**src/rtl/pu_msp430_dbg_halt_ctl_pkg.sv**
```systemverilog
// Purpose: shared debug-unit definitions (CPU_CTL/CPU_STAT bit map, halt FSM states).
// Latency: n/a (definitions only).
// Backpressure: n/a.
package pu_msp430_dbg_halt_ctl_pkg;

    // CPU_CTL bit positions: [2:0] are write-only command strobes, [6:3] are stored.
    localparam int CTL_HALT       = 0;
    localparam int CTL_RUN        = 1;
    localparam int CTL_ISTEP      = 2;
    localparam int CTL_SW_BRK_EN  = 3;
    localparam int CTL_FRZ_BRK_EN = 4;
    localparam int CTL_RST_BRK_EN = 5;
    localparam int CTL_CPU_RST    = 6;

    // CPU_STAT bit positions
    localparam int STAT_HALT_RUN   = 0;
    localparam int STAT_PUC_PND    = 2;
    localparam int STAT_SWBRK_PND  = 3;
    localparam int STAT_HWBRK_LSB  = 4;

    // Opcode reserved as the software breakpoint instruction
    localparam logic [15:0] SWBRK_OPCODE = 16'h4343;

    typedef enum logic [1:0] {
        ST_RUN      = 2'd0,
        ST_HALT_REQ = 2'd1,
        ST_HALTED   = 2'd2,
        ST_STEP     = 2'd3
    } halt_state_e;

endpackage

```
**src/rtl/pu_msp430_dbg_halt_ctl.sv**
```systemverilog
// Purpose: debug halt/run/single-step controller with CPU_CTL and CPU_STAT registers.
// Latency: dbg_halt_cmd is registered, asserted 1 cycle after the triggering event; reads are combinational.
// Backpressure: none; register strobes and events are accepted every cycle.
//
// Ports:
//   dbg_clk, dbg_rst_n            clock, async active-low reset
//   brk_halt, brk_pnd             per hardware-breakpoint-unit halt request / pending flags
//   cpu_ctl_wr/rd, cpu_stat_wr/rd register write strobes and read selects, write data dbg_din
//   decode_noirq, ir              frontend decode strobe and instruction register
//   dbg_halt_st, puc_pnd_set      CPU halted status, PUC pending pulse
//   dbg_halt_cmd, dbg_cpu_reset,
//   dbg_freeze, halt_dout         halt command, CPU reset, peripheral freeze, register read data
module pu_msp430_dbg_halt_ctl
    import pu_msp430_dbg_halt_ctl_pkg::*;
#(
    parameter int NB_HWBRK = 4
) (
    input  logic                dbg_clk,
    input  logic                dbg_rst_n,
    input  logic [NB_HWBRK-1:0] brk_halt,
    input  logic [NB_HWBRK-1:0] brk_pnd,
    input  logic                cpu_ctl_wr,
    input  logic                cpu_ctl_rd,
    input  logic                cpu_stat_wr,
    input  logic                cpu_stat_rd,
    input  logic [15:0]         dbg_din,
    input  logic                decode_noirq,
    input  logic [15:0]         ir,
    input  logic                dbg_halt_st,
    input  logic                puc_pnd_set,
    output logic                dbg_halt_cmd,
    output logic                dbg_cpu_reset,
    output logic                dbg_freeze,
    output logic [15:0]         halt_dout
);

    halt_state_e state_q, state_nxt;

    logic sw_brk_en, frz_brk_en, rst_brk_en, cpu_rst;
    logic puc_pnd, swbrk_pnd;
    logic halt_cmd_nxt;

    // Only CPU_CTL[6:0] is implemented; the upper write-data bits are ignored.
    logic unused_din_hi;
    assign unused_din_hi = ^dbg_din[15:7];

    // Command strobes
    logic halt_stb, run_stb, istep_stb;
    assign halt_stb  = cpu_ctl_wr & dbg_din[CTL_HALT];
    assign run_stb   = cpu_ctl_wr & dbg_din[CTL_RUN];
    assign istep_stb = cpu_ctl_wr & dbg_din[CTL_ISTEP];

    // Halt sources
    logic sw_brk_evt, halt_trig;
    assign sw_brk_evt = decode_noirq & (ir == SWBRK_OPCODE) & sw_brk_en;
    assign halt_trig  = halt_stb | (|brk_halt) | sw_brk_evt | (puc_pnd_set & rst_brk_en);

    // Stored CPU_CTL bits
    always_ff @(posedge dbg_clk or negedge dbg_rst_n) begin
        if (!dbg_rst_n) begin
            sw_brk_en  <= 1'b0;
            frz_brk_en <= 1'b0;
            rst_brk_en <= 1'b0;
            cpu_rst    <= 1'b0;
        end else if (cpu_ctl_wr) begin
            sw_brk_en  <= dbg_din[CTL_SW_BRK_EN];
            frz_brk_en <= dbg_din[CTL_FRZ_BRK_EN];
            rst_brk_en <= dbg_din[CTL_RST_BRK_EN];
            cpu_rst    <= dbg_din[CTL_CPU_RST];
        end
    end

    // Sticky pending flags, write-1-to-clear; a new event in the clear cycle is kept.
    always_ff @(posedge dbg_clk or negedge dbg_rst_n) begin
        if (!dbg_rst_n) begin
            puc_pnd   <= 1'b0;
            swbrk_pnd <= 1'b0;
        end else begin
            if (puc_pnd_set)
                puc_pnd <= 1'b1;
            else if (cpu_stat_wr & dbg_din[STAT_PUC_PND])
                puc_pnd <= 1'b0;

            if (sw_brk_evt)
                swbrk_pnd <= 1'b1;
            else if (cpu_stat_wr & dbg_din[STAT_SWBRK_PND])
                swbrk_pnd <= 1'b0;
        end
    end

    // FSM state and halt command registers
    always_ff @(posedge dbg_clk or negedge dbg_rst_n) begin
        if (!dbg_rst_n) begin
            state_q      <= ST_RUN;
            dbg_halt_cmd <= 1'b0;
        end else begin
            state_q      <= state_nxt;
            dbg_halt_cmd <= halt_cmd_nxt;
        end
    end

    always_comb begin
        state_nxt = state_q;
        unique case (state_q)
            ST_RUN: begin
                if (halt_trig)
                    state_nxt = ST_HALT_REQ;
            end
            ST_HALT_REQ: begin
                // An explicit RUN cancels a pending request even if the CPU
                // reports halted in the same cycle, so the command is not lost.
                if (run_stb && !halt_stb)
                    state_nxt = ST_RUN;
                else if (dbg_halt_st)
                    state_nxt = ST_HALTED;
            end
            ST_HALTED: begin
                if (halt_stb)
                    state_nxt = ST_HALTED;
                else if (run_stb)
                    state_nxt = ST_RUN;
                else if (istep_stb)
                    state_nxt = ST_STEP;
            end
            ST_STEP: begin
                // The step is complete once one instruction has been decoded;
                // any breakpoint or HALT cuts it short the same way.
                if (halt_trig || decode_noirq)
                    state_nxt = ST_HALT_REQ;
            end
            default: state_nxt = ST_RUN;
        endcase
        halt_cmd_nxt = (state_nxt == ST_HALT_REQ) || (state_nxt == ST_HALTED);
    end

    assign dbg_freeze    = frz_brk_en & dbg_halt_st;
    assign dbg_cpu_reset = cpu_rst;

    // Register read data
    logic [3:0]  hwbrk_pnd;
    logic [15:0] ctl_rdata, stat_rdata;

    always_comb begin
        hwbrk_pnd                 = '0;
        hwbrk_pnd[NB_HWBRK-1:0]   = brk_pnd;

        ctl_rdata                 = '0;
        ctl_rdata[CTL_SW_BRK_EN]  = sw_brk_en;
        ctl_rdata[CTL_FRZ_BRK_EN] = frz_brk_en;
        ctl_rdata[CTL_RST_BRK_EN] = rst_brk_en;
        ctl_rdata[CTL_CPU_RST]    = cpu_rst;

        stat_rdata                          = '0;
        stat_rdata[STAT_HALT_RUN]           = dbg_halt_st;
        stat_rdata[STAT_PUC_PND]            = puc_pnd;
        stat_rdata[STAT_SWBRK_PND]          = swbrk_pnd;
        stat_rdata[STAT_HWBRK_LSB +: 4]     = hwbrk_pnd;
    end

    assign halt_dout = (ctl_rdata & {16{cpu_ctl_rd}}) | (stat_rdata & {16{cpu_stat_rd}});

endmodule

```
**config.mk**
```make
export PLATFORM = sky130hd
export DESIGN_NAME = pu_msp430_dbg_halt_ctl
export DESIGN_NICKNAME = d
export VERILOG_FILES = /design/src/rtl/pu_msp430_dbg_halt_ctl_pkg.sv /design/src/rtl/pu_msp430_dbg_halt_ctl.sv
export SDC_FILE = /design/constraint.sdc
export NUM_CORES = 1
export LEC_CHECK = 0
export BUFFER_PORTS_ARGS = -buffer_cell sky130_fd_sc_hd__buf_2
export CORE_ASPECT_RATIO = 1.2
export CORE_UTILIZATION = 36
export DETAILED_ROUTE_END_ITERATION = 10
export GPL_TIMING_DRIVEN = 0
export PLACE_DENSITY = 0.83
export SYNTH_ARGS = -nofsm -noshare
export SYNTH_HDL_FRONTEND = slang
export SYNTH_SLANG_ARGS = --single-unit
```
**constraint.sdc**
```tcl
create_clock -name dbg_clk -period 3.6 [get_ports dbg_clk]
set_clock_uncertainty 0.15 [all_clocks]
set_input_delay 0.18 -clock dbg_clk [delete_from_list [all_inputs] [get_ports dbg_clk]]
set_output_delay 0.18 -clock dbg_clk [all_outputs]
set_load 0.01 [all_outputs]
```
-- Word level (Yosys, flattened, before mapping)
Index checks and enable logic that the tools add are counted.
- flip-flop bits (word level): 9
- output and inout port bits: 19
- eq/ne operators: 6
- muxes and demuxes: 12
- bitwise gates (word level): 15
- reductions and logical operators: 8
- operators with widths (cell ; number):
    AND 7 x 16 -> 16 bit ; 1
    AND 8 x 16 -> 16 bit ; 1
    equality test 16 x 15 -> 1 bit, second input constant ; 1
    bitwise OR 16 bit ; 1
    2-to-1 mux 2 bit ; 7
    AND 1 bit ; 9
    one-hot mux 2 bit (4 select lines) ; 1
    equality test 2 bit, second input constant ; 3
    equality test 2 x 1 -> 1 bit, second input constant ; 2
    2-to-1 mux 1 bit ; 4
    nonzero test 2 bit ; 2
    OR reduction 4 bit ; 1
    bitwise OR 1 bit ; 3
    logical NOT 2 bit ; 1
    logical OR 1 bit ; 2
    logical AND 1 bit ; 1
    logical NOT 1 bit ; 1

-- Logic depth before layout (Yosys ltp)
Gate-level depths: netlist of the first run.
- depth in word-level cells: 10
- gate-level depth with buffers: 5
- depth with buffers taken out: 4

-- Worst setup path after synthesis of the first run
Ideal clock, no wire load.
- path type: reg2reg
- start point: reg state_q[0]
- end point: reg dbg_halt_cmd
- data arrival time: 1.209 ns
- required time: 3.321 ns
- slack: 2.112 ns
- cell stages (with the launch flop): 5
- buffers on the path: 1
- period minus slack after synthesis: 1.488 ns
- cell sequence: dfrtp_1 buf_6 or4b_4 a31oi_1 a31oi_1
- cells in the longest elaborated chain, start to end: 6
- elaborated cells between the ends (all ways): 15
- RTL lines (element ; line ; source):
    from (decl) ; pu_msp430_dbg_halt_ctl.sv:37 ; halt_state_e state_q, state_nxt;
    from (signal assigned) ; pu_msp430_dbg_halt_ctl.sv:97 ; state_q <= state_nxt;
    2-to-1 mux 2 bit ; pu_msp430_dbg_halt_ctl.sv:122 ; else if (istep_stb)
    2-to-1 mux 2 bit ; pu_msp430_dbg_halt_ctl.sv:120 ; else if (run_stb)
    2-to-1 mux 2 bit ; pu_msp430_dbg_halt_ctl.sv:118 ; if (halt_stb)
    one-hot mux 2 bit (4 select lines) (*) ; pu_msp430_dbg_halt_ctl.sv:104 ; unique case (state_q)
    equality test 2 x 1 -> 1 bit / equality test 2 bit (equally long branches) ; pu_msp430_dbg_halt_ctl.sv:133 ; halt_cmd_nxt = (state_nxt == ST_HALT_REQ) || (state_nxt == ST_HALTED);
    logical OR 1 bit (*) ; pu_msp430_dbg_halt_ctl.sv:133 ;
    named net halt_cmd_nxt ; pu_msp430_dbg_halt_ctl.sv:41 ; logic halt_cmd_nxt;
    to (signal assigned) ; pu_msp430_dbg_halt_ctl.sv:98 ; dbg_halt_cmd <= halt_cmd_nxt;
    to (decl) ; pu_msp430_dbg_halt_ctl.sv:31 ; output logic dbg_halt_cmd,
The timed path passes the listed nets; every way through them passes the cells marked *.
A chain may end at the register's enable or synchronous reset.

-- Final worst setup path of the first run
Same ends and word-level chain as after synthesis.

==> results of run 1 <==
[layer usage]
metal	GRT usage [%]	wire length, um	part of all wire [%]	up-vias
met5	0	0	0	-
met4	4.828	11	0.73	0
met3	6.977	120	8.0	2
met2	28.71	792	53	25
met1	17.92	583	39	330
li1	-	-	-	364
[registers in the layout (all words and copies together) (netlist names)]
name,flops
state_q,2
dbg_cpu_reset,1
dbg_halt_cmd,1
frz_brk_en,1
puc_pnd,1
rst_brk_en,1
sw_brk_en,1
swbrk_pnd,1
[critical path: cells and delay by family (launching register included)]
kind / cells / cell delay, ns
AO/OA/AOI/OAI: 2 / 0.24
AND/OR/NAND/NOR: 1 / 0.53
flip-flops: 1 / 0.38
buffers and inverters: 1 / 0.13
[cell usage in the layout, fill, tap and decap left out, drive strengths merged, types with 2 or more instances in the layout]
| master | count |
|---|---|
| buf | 59 |
| nand2 | 10 |
| conb | 9 |
| dfrtp | 9 |
| dlygate4sd3 | 6 |
| and2 | 4 |
| a22o | 4 |
| mux2 | 4 |
| clkbuf | 4 |
| nor3 | 3 |
| nor4 | 2 |
| nor4b | 2 |
| o21ai | 2 |
| a21oi | 2 |
| a21o | 2 |
| nor2 | 2 |
| a31oi | 2 |
[kinds of logic after synthesis]
logic type | Yosys count | share of synthesized area, %
flops | 9 | 35.93
compound gates | 14 | 15.37
mux | 4 | 7.185
other cells | 1 | 0.5982
buf+inv | 12 | 13.97
simple gates | 29 | 26.95
[through the flow]
step	total power, mW	util, %
final	0.3614	62.11
after global placement	0.2728	56.71
after floorplan	0.2280	-
after global routing	0.3875	62.11
after CTS	0.3644	62.11
after detailed placement	0.2769	56.71
[area by class of cell]
| cell class | instances | area share, % |
|---|---|---|
| repair buffers | 54 | 29.81 |
| well taps | 18 | 2.236 |
| clock inverters | 1 | 0.4969 |
| multi-input cells | 56 | 34.16 |
| clock buffers | 3 | 2.236 |
| flip-flops and latches | 9 | 22.36 |
| plain buffers | 12 | 8.696 |
[where the power goes]
group	switching [mW]	internal, mW
clock network	0.0406	0.0412
registers	0.00804	0.122
logic	0.0710	0.0788
total	0.120	0.242
[final timing paths]
kind | startpoint | endpoint | slack [ns] | cells after the start
setup reg to reg | state_q[0] | dbg_halt_cmd | 2.05 | 4
max in group asynchronous | dbg_rst_n | swbrk_pnd | 3.00 | 2
min in group asynchronous | dbg_rst_n | puc_pnd | 0.13 | 2
hold reg to reg | puc_pnd | puc_pnd | 0.32 | 1
hold / removal | cpu_stat_wr | swbrk_pnd | 0.03 | 4
setup / recovery | state_q[0] | dbg_halt_cmd | 2.05 | 4
[synthesized netlist by cell type]
cell type,number
or4b_4,1
buf_2,1
a22o_1,4
nor4_1,2
nor2_1,2
nor3_1,3
and3b_1,1
nor4bb_1,1
buf_6,1
a21o_1,2
conb_1,1
nand2_1,10
nand2b_1,1
nor4b_1,2
dfrtp_1,9
clkbuf_1,1
o22ai_1,1
a21oi_1,2
a22oi_1,1
o21ai_0,2
buf_4,9
a31oi_1,2
and2_1,4
nand4_1,1
mux2_2,4
nand4b_1,1
==> impl_metrics.py, run 1 <==
metrics = {
    "global_routing": {
        "track_usage_pct": 16.51,
        "overflow": 0,
        "grt_pass1_vias": 548,
        "antenna_found_initial": 0,
        "grt_start_max_net_pins": 10,
        "grt_pass1_wl_um": 2097,
    },
    "sta": {
        "fmax_mhz": 647.1,
        "whs_ns": 0.03172,
        "rsz0062_at_grt": "false",
        "setup_ws_ns": 2.055,
        "tns_ns": 0,
        "finalCritPeriodShare_pct": 42.93,
        "period_minus_slack_ns": 1.545,
        "hold_violations": 0,
        "drv_slew": 0,
        "finalSetupViolations": 0,
    },
    "floorplanning": {
        "die-area_sq_um": 1913,
        "die_h_um": 47.71,
        "num_rows": 16,
        "start_util_pct": 38.66,
        "die_width_um": 40.09,
        "core_area_sq_um": 1622,
        "ios": 68,
    },
    "layout": {
        "fillerInstances": 142,
        "stdcell_area_sq_um": 1007,
        "diodes": 0,
        "regArea_sq_um": 225.2,
        "final_nets": 185,
        "drive_gt1_share_pct": 50.37,
        "areaGrowthSynthToFinish_pct": 60.68,
        "finalNonFillerCells": 153,
        "multi_input_comb_area_sq_um": 344.1,
    },
    "place": {
        "place_inst": 143,
        "post-dp-hpwl_um": 1228,
        "port_buffers": 48,
        "place_congestion": 0.7209,
        "placed_cell_area_sq_um": 919.6,
        "preCtsSetupSlack_ns": 2.067,
    },
    "run": {
        "drv_cap": 0,
    },
    "yosys": {
        "synth_area_leaders": "dfrtp_1, buf_4, mux2_2, nand2_1, a22o_1",
        "synth_area_sq_um": 626.9,
        "synth_top_area_share_pct": 35.93,
        "yosys.cell_types.count": 26,
        "synth_cells": 69,
        "ys_seq_elements": 9,
        "syn_avg_cell_area_sq_um": 9.085,
        "synth_warnings": 0,
        "yosysSeqAreaShare_pct": 35.93,
        "synth_top_cell_by_area": "dfrtp_1",
    },
    "critical_path": {
        "endpoint_kind": "flop",
        "crit_required_ns": 3.60,
        "crit_path_cell_trace": "buf_6 -> or4b_4 -> a31oi_1 -> a31oi_1",
        "worstPathArrival_ns": 1.55,
        "cp_slowest_cell": "or4b_4",
        "start_kind": "flop",
        "slowest_delay_ns": 0.53,
        "path_max_fanout": 9,
        "path_class": "reg2reg",
        "path_common_cell": "a31oi_1",
    },
    "detailed_routing": {
        "viasPerCell": 4.712,
        "drc": 0,
        "drt_pass1_iterations": 5,
        "drtAntennaViolNets": 0,
        "drt_first_iter_violations": 13,
        "wl_um": 1508,
        "post_drt_wl_per_cell_um": 9.856,
        "vias": 721,
    },
    "clock_tree": {
        "cts_root_buf": "clkbuf_4",
        "clk_path_buf_depth": 2,
        "clk_pin_slew_worst_paths_ns": 0.07,
        "h-tree-depth": 1,
        "cts_setup_buffers": 0,
        "cts_tree": "built",
        "hold_buffers": 6,
        "cts_made_buffers": 3,
        "clock_sinks": 9,
        "cts-resized-gates": 0,
        "clk_latency_ns": 0.27,
    },
    "run_status": {
        "status": "finished, final reports clean",
    },
    "power": {
        "peakVddDrop_v": 0.0002533,
        "leakagePower_nw": 0.5462,
        "power_density_nw_per_um2": 358.8,
    },
    "worst_hold_path": {
        "hold_class": "in2reg",
    },
}
No activity file was read; power rests on OpenSTA's default activity.
==> run 2, diff against run 1 <==
Settings changed: CORE_UTILIZATION 36 to 30, PLACE_DENSITY 0.83 to 0.74.
Clock period 3.6 ns to 1.4 ns, I/O delays scaled along.
==> impl_metrics.py, run 2 (same netlist as run 1, synthesis figures left out) <==
metrics = {
    "clock_tree": {
        "h-tree-depth": 1,
        "clock_sinks": 9,
        "clk_pin_slew_worst_paths_ns": 0.06,
        "cts_root_buf": "clkbuf_4",
        "clk_path_buf_depth": 2,
        "cts_made_buffers": 3,
        "clk_latency_ns": 0.26,
        "cts_tree": "built",
    },
    "global_routing": {
        "grt_pass1_wl_um": 2808,
        "grt_start_max_net_pins": 10,
        "overflow": 0,
        "antenna_found_initial": 0,
        "grt_pass1_vias": 715,
        "track_usage_pct": 16.52,
    },
    "critical_path": {
        "path_class": "reg2reg",
        "crit_required_ns": 1.39,
        "r2r_cells": 3,
        "path_max_fanout": 2,
        "start_kind": "flop",
        "endpoint_kind": "flop",
        "worstPathArrival_ns": 1.39,
    },
    "layout": {
        "regArea_sq_um": 226.5,
        "regMostFlops": "state_q",
        "drive_gt1_share_pct": 49.66,
        "multi_input_comb_area_sq_um": 385.4,
        "final_common_cell": "buf_2",
        "fillerInstances": 165,
        "areaGrowthSynthToFinish_pct": 82.83,
        "final_nets": 195,
        "final_cell_mix": "buf_2, dlygate4sd3_1, nand2_1, buf_4, conb_1",
        "diodes": 0,
        "largest_reg_flops": 2,
    },
    "worst_hold_path": {
        "hold_class": "in2reg",
        "whs_path_depth": 4,
    },
    "detailed_routing": {
        "drt_pass1_iterations": 7,
        "vias": 755,
        "post_drt_wl_per_cell_um": 10.96,
        "wl_um": 1797,
        "drtAntennaViolNets": 0,
        "drt_first_iter_violations": 14,
        "viasPerCell": 4.604,
        "drc": 2,
    },
    "power": {
        "peakVddDrop_v": 0.0005442,
        "power_density_nw_per_um2": 828.9,
        "leakagePower_nw": 0.5942,
        "totalPowerFinal_uw": 950.1,
    },
    "place": {
        "place_congestion": 0.7901,
        "post-dp-hpwl_um": 1345,
        "port_buffers": 48,
    },
    "floorplanning": {
        "start_util_pct": 33.11,
        "num_rows": 17,
        "die_width_um": 43.73,
        "die-area_sq_um": 2277,
        "core_area_sq_um": 1893,
        "die_h_um": 52.08,
        "ios": 68,
    },
    "sta": {
        "setup_ws_ns": -0.004820,
        "finalCritPeriodShare_pct": 100.3,
        "period_minus_slack_ns": 1.405,
        "fmax_mhz": 711.8,
        "finalSetupViolations": 1,
        "whs_ns": 0.007521,
        "drv_slew": 0,
        "rsz0062_at_grt": "true",
        "hold_violations": 0,
    },
    "run": {
        "drv_cap": 0,
    },
    "run_status": {
        "status": "finished, violations left",
        "violations": "DRC, setup timing",
    },
}
==> run 2: cell type report <==
class,count,area share (%)
sequential,9,19.76
clock buffer,4,2.293
multi-input combinational,56,33.62
buffer,11,6.659
tap,19,2.074
timing repair buffer,65,35.59
==> run 2: per-stage QoR <==
stage / util (%) / TNS [ns] / setup WS, ns / std cells / area [sq um]
2_1_floorplan: - / -0.06617 / -0.06617 / 77 / 656.9
3_3_place_gp: 48.65 / -0.09509 / -0.09509 / 144 / 920.9
3_5_place_dp: 48.65 / -0.09367 / -0.09367 / 144 / 920.9
4_1_cts: 58.36 / -0.009450 / -0.009450 / 164 / 1105
5_1_grt: 60.54 / -0.04701 / -0.04701 / 164 / 1146
6_report: 60.54 / -0.004820 / -0.004820 / 164 / 1146
==> run 2: report_power, final <==
group | internal, mW | switching [mW]
sequential | 0.315 | 0.0223
combinational | 0.217 | 0.193
clock | 0.110 | 0.0919
==> run 2: final timing paths <==
kind | from | to | slack, ns
hold / removal | ir[10] | swbrk_pnd | 0.008
hold reg to reg | swbrk_pnd | swbrk_pnd | 0.33
setup / recovery | state_q[0] | dbg_halt_cmd | -0.005
setup reg to reg | state_q[0] | dbg_halt_cmd | -0.005
max in group asynchronous | dbg_rst_n | state_q[0] | 0.87
min in group asynchronous | dbg_rst_n | state_q[1] | 0.04
==> run 2: per-layer routing <==
layer / up-vias / track usage, % / share of wire (%)
met4: 0 / 8.854 / 1.1
met3: 2 / 2.431 / 2.4
met1: 351 / 16.20 / 35
met5: - / 0 / 0
li1: 387 / - / -
met2: 15 / 32.09 / 61
==> run 2: repair_timing <==
action	4_1_cts	5_1_grt
gates resized for setup	1	6
endpoints found under the setup margin	1	4
cloned	0	0
pin swaps	1	5
hold buffers	16	0
endpoints found under the hold margin	15	0
setup buffers	1	0
==> run 2: critical path: stages (launching register included) <==
cell and delay (ns):
dfrtp_2 0.40, or4b_4 0.51, a31oi_1 0.17, a31oi_1 0.05
==> run 3, diff against run 2 <==
Settings changed: CTS_BUF_LIST set to sky130_fd_sc_hd__clkbuf_8 sky130_fd_sc_hd__clkbuf_16, REMOVE_ABC_BUFFERS set to 1, SETUP_SLACK_MARGIN set to 0.4.
==> impl_metrics.py, run 3 (same netlist as run 1, synthesis figures left out) <==
metrics = {
    "run_status": {
        "status": "finished, violations left",
        "violations": "DRC, hold timing, setup timing",
    },
    "sta": {
        "hold_violations": 2,
        "whs_ns": -0.07161,
        "rsz0062_at_grt": "true",
        "finalCritPeriodShare_pct": 102.2,
        "drv_slew": 0,
        "setup_ws_ns": -0.03094,
        "period_minus_slack_ns": 1.431,
        "fmax_mhz": 698.8,
        "finalSetupViolations": 1,
        "tns_ns": -0.03094,
    },
    "layout": {
        "drive_gt1_share_pct": 51.56,
        "finalNonFillerCells": 147,
        "final_nets": 178,
        "final_cell_mix": "buf_2, nand2_1, conb_1",
        "diodes": 0,
        "fillerInstances": 167,
        "regMostFlops": "state_q",
        "areaGrowthSynthToFinish_pct": 63.47,
        "largest_reg_flops": 2,
        "final_common_cell": "buf_2",
        "finish.utilization_pct": 54.13,
    },
    "clock_tree": {
        "h-tree-depth": 1,
        "clk_path_buf_depth": 2,
        "cts_tree": "built",
        "cts_made_buffers": 3,
        "clk_latency_ns": 0.24,
        "clock_sinks": 9,
        "cts_root_buf": "clkbuf_8",
        "clk_pin_slew_worst_paths_ns": 0.05,
    },
    "critical_path": {
        "path_common_cell": "a31oi_1",
        "endpoint_kind": "flop",
        "r2r_slack_ns": -0.03,
        "start_kind": "flop",
        "worstPathArrival_ns": 1.38,
        "crit_required_ns": 1.35,
        "crit_path_cell_trace": "or4b_4 -> a31oi_1 -> a31oi_1",
        "slowest_delay_ns": 0.48,
        "path_max_fanout": 2,
        "critPathBufInv": 0,
        "cp_slowest_cell": "or4b_4",
        "path_class": "reg2reg",
        "r2r_cells": 3,
        "r2r-end": "dbg_halt_cmd",
        "cp_top_family": "simple AND/OR/NAND/NOR gates",
        "r2r_start": "state_q[0]",
    },
    "detailed_routing": {
        "post_drt_wl_per_cell_um": 12.91,
        "wl_um": 1898,
        "drtAntennaViolNets": 0,
        "drc": 2,
        "viasPerCell": 5.136,
        "drt_first_iter_violations": 15,
        "drt_pass1_iterations": 7,
        "vias": 755,
    },
    "floorplanning": {
        "core_area_sq_um": 1893,
        "start_util_pct": 33.11,
        "die_width_um": 43.73,
        "num_rows": 17,
        "ios": 68,
        "die-area_sq_um": 2277,
        "die_h_um": 52.08,
    },
    "place": {
        "place_inst": 133,
        "port_buffers": 49,
        "place_congestion": 0.7827,
        "post-dp-hpwl_um": 1315,
    },
    "worst_hold_path": {
        "whs_path_depth": 2,
        "hold_class": "in2reg",
        "min_from": "dbg_din[5]",
        "hold_end": "rst_brk_en",
    },
    "global_routing": {
        "grt_pass1_vias": 655,
        "grt_pass1_wl_um": 2753,
        "overflow": 0,
        "antenna_found_initial": 0,
        "grt_start_max_net_pins": 10,
        "track_usage_pct": 16.12,
    },
    "power": {
        "peakVddDrop_v": 0.0008693,
        "totalPowerFinal_mw": 1.047,
        "power_density_nw_per_um2": 1022,
        "leakagePower_nw": 0.5431,
    },
    "run": {
        "drv_cap": 0,
    },
}
-- run 3: cell count changes in the layout (fill, tap and decap cells not counted), moves of 2 or more --
cell | previous run | this run
buf_4 | 10 | 1
buf_6 | 0 | 4
clkbuf_1 | 2 | 0
clkbuf_4 | 3 | 0
clkbuf_8 | 0 | 3
dlygate4sd3_1 | 16 | 5
-- run 3: worst max path at each step --
stage,end,cells after the start,slack (ns),startpoint
final,dbg_halt_cmd,3,-0.03,state_q[0]
after global routing,dbg_halt_cmd,3,-0.08,state_q[0]
after CTS,dbg_halt_cmd,3,-0.01,state_q[0]
after detailed placement,dbg_halt_cmd,3,-0.11,state_q[0]
after global placement,dbg_halt_cmd,3,-0.1,state_q[0]
after floorplan,dbg_halt_cmd,3,-0.05,state_q[0]
-- run 3: repair_timing --
action / CTS / global route
hold endpoints to repair: 15 / 3
buffers inserted: 3 / 1
endpoints found under the setup margin: 10 / 14
resized for setup: 6 / 6
cloned: 0 / 0
hold buffers: 6 / 1
pin swaps: 9 / 10
-- run 3: where the power goes --
part	total [mW]	internal, mW	switching [mW]
clock	0.305	0.195	0.111
combinational	0.371	0.195	0.175
sequential	0.371	0.316	0.0548
total	1.05	0.706	0.341
-- run 3: worst register-to-register path: stages, from the launching register on --
cell	delay [ns]
dfrtp_2	0.40
or4b_4	0.49
a31oi_1	0.20
a31oi_1	0.07
-- run 3: final cells by class --
| class | count | area [sq um] | share of cell area [%] |
|---|---|---|---|
| clock buffer | 3 | 41.29 | 4.029 |
| clock inverter | 1 | 5.005 | 0.4884 |
| multi-input combinational | 56 | 372.9 | 36.39 |
| sequential | 9 | 226.5 | 22.10 |
| tap | 19 | 23.77 | 2.320 |
| timing repair buffer | 59 | 355.3 | 34.68 |
-- run 3: metrics by stage --
step,instance area (sq um),setup slack (ns)
after floorplan,569.3,-0.05201
after global placement,838.3,-0.09684
after detailed placement,838.3,-0.1148
after CTS,989.7,-0.01290
after global routing,1025,-0.08131
final,1025,-0.03094
-- run 3: per-layer routing --
layer  share of wire (%)  global-route usage (%)  wire, um
met5                   0                       0         0
met3                 3.1                   1.042        58
met1                  34                   16.09       653
met2                  61                   33.08      1159
met4                 1.4                   6.250        26
